### src/rtl/multdiv_ctrl.sv
// multdiv_ctrl: iterative signed shift-add multiplier / restoring divider that stalls the pipeline while busy.
// Optional build macro MULTDIV_EARLY_OUT_EN: a multiply finishes once its remaining multiplier bits are all zero.
module multdiv_ctrl #(
    parameter int WIDTH = 32,
    parameter int CNT_W = 6
) (
    input  logic             clock,
    input  logic             reset,
    input  logic             start_mult,
    input  logic             start_div,
    input  logic             flush,
    input  logic [WIDTH-1:0] operandA,
    input  logic [WIDTH-1:0] operandB,
    input  logic [4:0]       dest_reg,
    output logic             stall,
    output logic             busy,
    output logic             result_valid,
    output logic [WIDTH-1:0] result,
    output logic [4:0]       result_reg,
    output logic             exception
);

    typedef enum logic [1:0] {IDLE, ITER, DONE} state_t;

    state_t             state, state_next;
    logic [CNT_W-1:0]   count;
    logic [2*WIDTH-1:0] acc;
    logic [2*WIDTH-1:0] mag_a;
    logic [WIDTH-1:0]   mag_b;
    logic               neg;
    logic               is_div;
    logic               div_ovf;
    logic [4:0]         dest_q;

    logic               take;
    logic               div_zero;
    logic               last_iter;
    logic [WIDTH:0]     rem_shift;
    logic               q_bit;
    logic [2*WIDTH-1:0] acc_step;
    logic [2*WIDTH-1:0] mag_a_step;
    logic [WIDTH-1:0]   mag_b_step;
    logic [2*WIDTH-1:0] product;
    logic [WIDTH-1:0]   quotient;

    function automatic logic [WIDTH-1:0] magnitude(input logic signed [WIDTH-1:0] v);
        return v[WIDTH-1] ? -v : v;
    endfunction

    function automatic logic [2*WIDTH-1:0] apply_sign(input logic [2*WIDTH-1:0] v, input logic s);
        return s ? -v : v;
    endfunction

    // Product overflows unless its top WIDTH+1 bits are a pure sign extension.
    function automatic logic mult_ovf(input logic signed [2*WIDTH-1:0] p);
        return !((&p[2*WIDTH-1:WIDTH-1]) || !(|p[2*WIDTH-1:WIDTH-1]));
    endfunction

    assign take     = (start_mult || start_div) && !flush;
    assign div_zero = start_div && !start_mult && (operandB == '0);

    // Single iteration step: mag_a doubles as multiplicand (mult) or dividend/quotient shifter (div).
    always_comb begin
        rem_shift = {acc[WIDTH-1:0], mag_a[WIDTH-1]};
        q_bit     = rem_shift >= {1'b0, mag_b};
        if (is_div) begin
            acc_step   = q_bit ? {{(WIDTH-1){1'b0}}, rem_shift - {1'b0, mag_b}}
                               : {{(WIDTH-1){1'b0}}, rem_shift};
            mag_a_step = {mag_a[2*WIDTH-2:0], q_bit};
            mag_b_step = mag_b;
        end else begin
            acc_step   = mag_b[0] ? acc + mag_a : acc;
            mag_a_step = {mag_a[2*WIDTH-2:0], 1'b0};
            mag_b_step = mag_b >> 1;
        end
        product  = apply_sign(acc_step, neg);
        quotient = neg ? -mag_a_step[WIDTH-1:0] : mag_a_step[WIDTH-1:0];
    end

`ifdef MULTDIV_EARLY_OUT_EN
    assign last_iter = (count == CNT_W'(WIDTH-1)) || (!is_div && mag_b_step == '0);
`else
    assign last_iter = (count == CNT_W'(WIDTH-1));
`endif

    always_ff @(posedge clock or negedge reset) begin
        if (!reset) state <= IDLE;
        else        state <= state_next;
    end

    always_comb begin
        state_next   = state;
        stall        = 1'b0;
        busy         = 1'b0;
        result_valid = 1'b0;
        case (state)
            IDLE: begin
                if (take) begin
                    stall      = 1'b1;
                    state_next = div_zero ? DONE : ITER;
                end
            end
            ITER: begin
                stall = 1'b1;
                busy  = 1'b1;
                if (flush)          state_next = IDLE;
                else if (last_iter) state_next = DONE;
            end
            DONE: begin
                busy         = 1'b1;
                result_valid = 1'b1;
                state_next   = IDLE;
            end
            default: state_next = IDLE;
        endcase
    end

    always_ff @(posedge clock or negedge reset) begin
        if (!reset) begin
            count      <= '0;
            acc        <= '0;
            mag_a      <= '0;
            mag_b      <= '0;
            neg        <= 1'b0;
            is_div     <= 1'b0;
            div_ovf    <= 1'b0;
            dest_q     <= '0;
            result     <= '0;
            result_reg <= '0;
            exception  <= 1'b0;
        end else begin
            case (state)
                IDLE: begin
                    if (take) begin
                        count   <= '0;
                        acc     <= '0;
                        mag_a   <= {{WIDTH{1'b0}}, magnitude(operandA)};
                        mag_b   <= magnitude(operandB);
                        neg     <= operandA[WIDTH-1] ^ operandB[WIDTH-1];
                        is_div  <= !start_mult;
                        div_ovf <= (operandA == {1'b1, {(WIDTH-1){1'b0}}}) && (operandB == '1);
                        dest_q  <= dest_reg;
                        if (div_zero) begin
                            result     <= '0;
                            exception  <= 1'b1;
                            result_reg <= dest_reg;
                        end
                    end
                end
                ITER: begin
                    if (!flush) begin
                        count <= count + CNT_W'(1);
                        acc   <= acc_step;
                        mag_a <= mag_a_step;
                        mag_b <= mag_b_step;
                        if (last_iter) begin
                            result_reg <= dest_q;
                            if (is_div) begin
                                result    <= quotient;
                                exception <= div_ovf;
                            end else begin
                                result    <= product[WIDTH-1:0];
                                exception <= mult_ovf(product);
                            end
                        end
                    end
                end
                default: ;
            endcase
        end
    end

endmodule

### config.mk
export PLATFORM = sky130hd
export DESIGN_NAME = multdiv_ctrl
export DESIGN_NICKNAME = d
export VERILOG_FILES = /design/src/rtl/multdiv_ctrl.sv
export SDC_FILE = /design/constraint.sdc
export NUM_CORES = 1
export LEC_CHECK = 0
export BUFFER_PORTS_ARGS = -buffer_cell sky130_fd_sc_hd__buf_2
export CORE_ASPECT_RATIO = 0.75
export CORE_MARGIN = 2
export CORE_UTILIZATION = 48
export CTS_CLUSTER_DIAMETER = 40
export DETAILED_ROUTE_END_ITERATION = 7
export GPL_TIMING_DRIVEN = 0
export PLACE_DENSITY = 0.76
export REMOVE_ABC_BUFFERS = 1
export SYNTH_ARGS = -nofsm -noshare
export SYNTH_HDL_FRONTEND = slang
export SYNTH_SLANG_ARGS = --single-unit
### constraint.sdc
create_clock -name clock -period 8.17 [get_ports clock]
set_clock_uncertainty 0.1 [all_clocks]
set_input_delay 0.817 -clock clock [delete_from_list [all_inputs] [get_ports clock]]
set_output_delay 0.817 -clock clock [all_outputs]
set_load 0.02 [all_outputs]
==> impl_metrics.py <==
metrics = {
    "outcome": {
        "status": "complete, no violations",
    },
    "synth": {
        "synth_top_area_share_pct": 25.8,
        "synth_edf_count": 0,
        "ys_seq_area_share_pct": 25.8,
        "synthCells": 2715,
        "syn_area_sq_mm": 0.0207,
        "synth_warnings": 0,
        "yosys.area.top_type": "dfrtp_1",
        "avgSynthCellArea_sq_um": 7.64,
        "ys_seq_elements": 214,
        "synth_cell_type_count": 119,
        "async_flop_share_pct": 100,
        "synthTopCellsByArea": "dfrtp_1 26%, nand2_1 7.1%, o21ai_0 6.7%",
        "ys.flop_type": "dfrtp_1",
    },
    "placed_design": {
        "place.gp.congestion": 0.995,
        "dp_slack_ns": 0.758,
        "place_hpwl_mm": 57.2,
        "portBuffers": 114,
    },
    "sta": {
        "maxSlewViolCount": 0,
        "clock.fmax_ghz": 0.124,
        "slew_headroom_pct": 2.44,
        "min_period_ns": 8.04,
        "tightest_slew_ns": 1.46,
        "setup_viol": 0,
        "fin_crit_sh_pct": 98.5,
        "finalHoldViolations": 0,
        "grt_setup_unrepaired": "no",
        "worst_slack_ns": 0.125,
    },
    "critical_path": {
        "path_class": "reg -> reg",
        "crit_fanout": 15,
        "r2r_end": "exception",
        "arrival_ns": 8.36,
        "r2r_slack_ns": 0.13,
        "cp.required_ns": 8.48,
        "r2r_cells": 17,
        "r2r-start": "acc[27]",
        "cp-start-kind": "register",
        "setup.worst_path.end_class": "register",
    },
    "floorplan": {
        "rows": 65,
        "die_w_um": 244,
        "die-area_sq_mm": 0.0449,
        "core-area_sq_mm": 0.0424,
        "die_y_um": 184,
        "start_util_pct": 49.0,
        "io_pins": 115,
    },
    "finish": {
        "area.sequential_sq_mm": 0.00536,
        "syn_to_final_growth_pct": 12.2,
        "multi_input_area_sq_mm": 0.0144,
        "nets": 2906,
        "drive_gt1_share_pct": 10.4,
        "nFillCells": 3995,
    },
    "min_path": {
        "hold_path_class": "in -> async",
    },
    "global_routing": {
        "antenna_found_initial": 2,
        "grt_pass1_wl_mm": 117,
        "grt.overflow.total": 0,
        "grt_max_degree": 94,
        "grt_pass1_vias": 20365,
        "track_usage_pct": 33.1,
    },
    "clock_tree": {
        "clk_latency_ns": 0.55,
        "numClockSinks": 214,
        "cts_made_buffers": 38,
        "h-tree-depth": 2,
        "cts_tree": "done",
        "post_cts_resized": 0,
        "cts-root-buf": "clkbuf_16",
        "clk_pin_slew_ns": 0.06,
        "clockBufferDepth": 3,
        "post-cts-setup-buffers": 0,
        "postCtsHoldBufs": 0,
    },
    "power_and_ir_drop": {
        "totalPowerFinal_mw": 10.2,
        "p_leak_nw": 10.2,
        "ir_drop_v": 0.000245,
        "powerDensity_mw_per_mm2": 440,
    },
    "routing": {
        "drcViolationCount": 0,
        "wire_per_inst_um": 22.7,
        "first_iter_violations": 2674,
        "ant_nets": 0,
        "firstDrtPassIters": 6,
        "vias": 22007,
        "postRouteWirelength_mm": 75.6,
        "vias_per_cell": 6.62,
    },
    "job": {
        "cap_viol_max_count": 0,
    },
}
cell usage in the layout, fill, tap and decap left out, types with 23 or more instances in the layout:
cell | netlist | final
a211oi_1 | 24 | 24
a21o_1 | 34 | 34
a21oi_1 | 208 | 207
a22o_1 | 38 | 38
a31oi_1 | 23 | 23
buf_2 | 30 | 113
clkbuf_16 | 0 | 41
dfrtp_1 | 214 | 211
ha_1 | 104 | 103
inv_1 | 87 | 87
nand2_1 | 390 | 388
nand2b_1 | 24 | 24
nand3_1 | 76 | 76
nand4_1 | 77 | 77
nor2_1 | 189 | 186
nor3_1 | 48 | 48
nor4_1 | 27 | 27
o211ai_1 | 27 | 27
o21ai_0 | 279 | 278
o31ai_1 | 56 | 56
o41ai_1 | 23 | 23
or3_1 | 43 | 43
xnor2_1 | 71 | 71
xor2_1 | 121 | 121
metal layers:
| layer | vias to the layer above | global-route usage, % | share of wire (%) |
|---|---|---|---|
| met1 | 10610 | 49.6 | 45 |
| met2 | 1176 | 47.6 | 41 |
| met5 | - | 0 | 0.017 |
| met4 | 2 | 8.15 | 2.2 |
| met3 | 119 | 7.52 | 12 |
| li1 | 10100 | - | - |
cell usage after synthesis, drive strengths merged, types with 8 or more instances:
master	number
a211o	8
a211oi	27
a21boi	11
a21o	34
a21oi	210
a221oi	10
a22o	38
a22oi	21
a311o	9
a311oi	10
a31oi	25
a32oi	10
and2	14
and3	17
and4	8
buf	56
clkbuf	104
dfrtp	214
ha	104
inv	88
mux2	9
mux2i	20
nand2	392
nand2b	24
nand3	77
nand4	80
nor2	190
nor2b	12
nor3	50
nor4	30
o211ai	29
o21a	21
o21ai	291
o21bai	10
o221ai	9
o22ai	19
o31ai	59
o41ai	28
or2	8
or3	43
or4	22
xnor2	71
xor2	121
worst max-delay path, stage by stage, from the launching register on:
cell and delay [ns]:
dfrtp_1 0.48, ha_1 0.49, a21oi_1 0.23, o21a_1 0.22, o221ai_1 0.24, nor3b_2 1.15
nand2_2 0.59, o311ai_1 0.74, nand3_2 0.20, nor4_2 1.06, nand4_1 0.41, or2_1 0.52
o41ai_4 0.36, xnor2_1 0.20, nand4_1 0.13, nor4_1 0.48, and4_1 0.25, nor3_1 0.05
worst max path at each step:
stage | cells past startpoint | end | from
2_1_floorplan | 13 | exception | state[1]
3_3_place_gp | 13 | exception | state[1]
3_5_place_dp | 15 | exception | is_div
4_1_cts | 17 | exception | acc[27]
5_1_grt | 17 | exception | acc[27]
6_report | 17 | exception | acc[27]
power breakdown:
group / switching, mW / internal, mW
Sequential: 0.462 / 1.38
Clock: 0.619 / 1.22
Combinational: 4.35 / 2.21
Total: 5.43 / 4.81
final cells by class:
type                       count  area share, %
tap                          569           3.06
clock buffer                  48           4.74
antenna                        1         0.0108
multi-input combinational   2251           62.0
clock inverter                22           1.54
timing repair buffer         131           4.19
inverter                      90           1.45
sequential                   214           23.1
metrics by stage:
stage          instances  TNS [ns]  hold slack (ns)  util [%]  cell area (sq um)
6_report            3326         0            0.109      54.9              23300
5_1_grt             3325         0            0.144      54.9              23300
4_1_cts             3325         0            0.126      54.9              23300
3_5_place_dp        3255         0            0.365      51.5              21800
3_3_place_gp        3238  -1358.00            0.356      50.4              21300
2_1_floorplan       2555    -41.74            0.360         -              20100
kinds of logic (layout without fill, tap and decap cells):
| group | Yosys count | count (layout) | synth area share, % |
|---|---|---|---|
| AND/OR/NAND/NOR | 990 | 990 | 23.2 |
| adder cells (fa/ha/maj) | 106 | 106 | 6.47 |
| XOR/XNOR | 192 | 192 | 8.11 |
| AO/OA/AOI/OAI | 934 | 934 | 30.0 |
| multiplexers | 29 | 29 | 1.45 |
| flip-flops | 214 | 214 | 25.8 |
| buffers and inverters | 250 | 291 | 4.96 |
| other | 0 | 1 | 0 |
(Power assumes the default switching activity.)
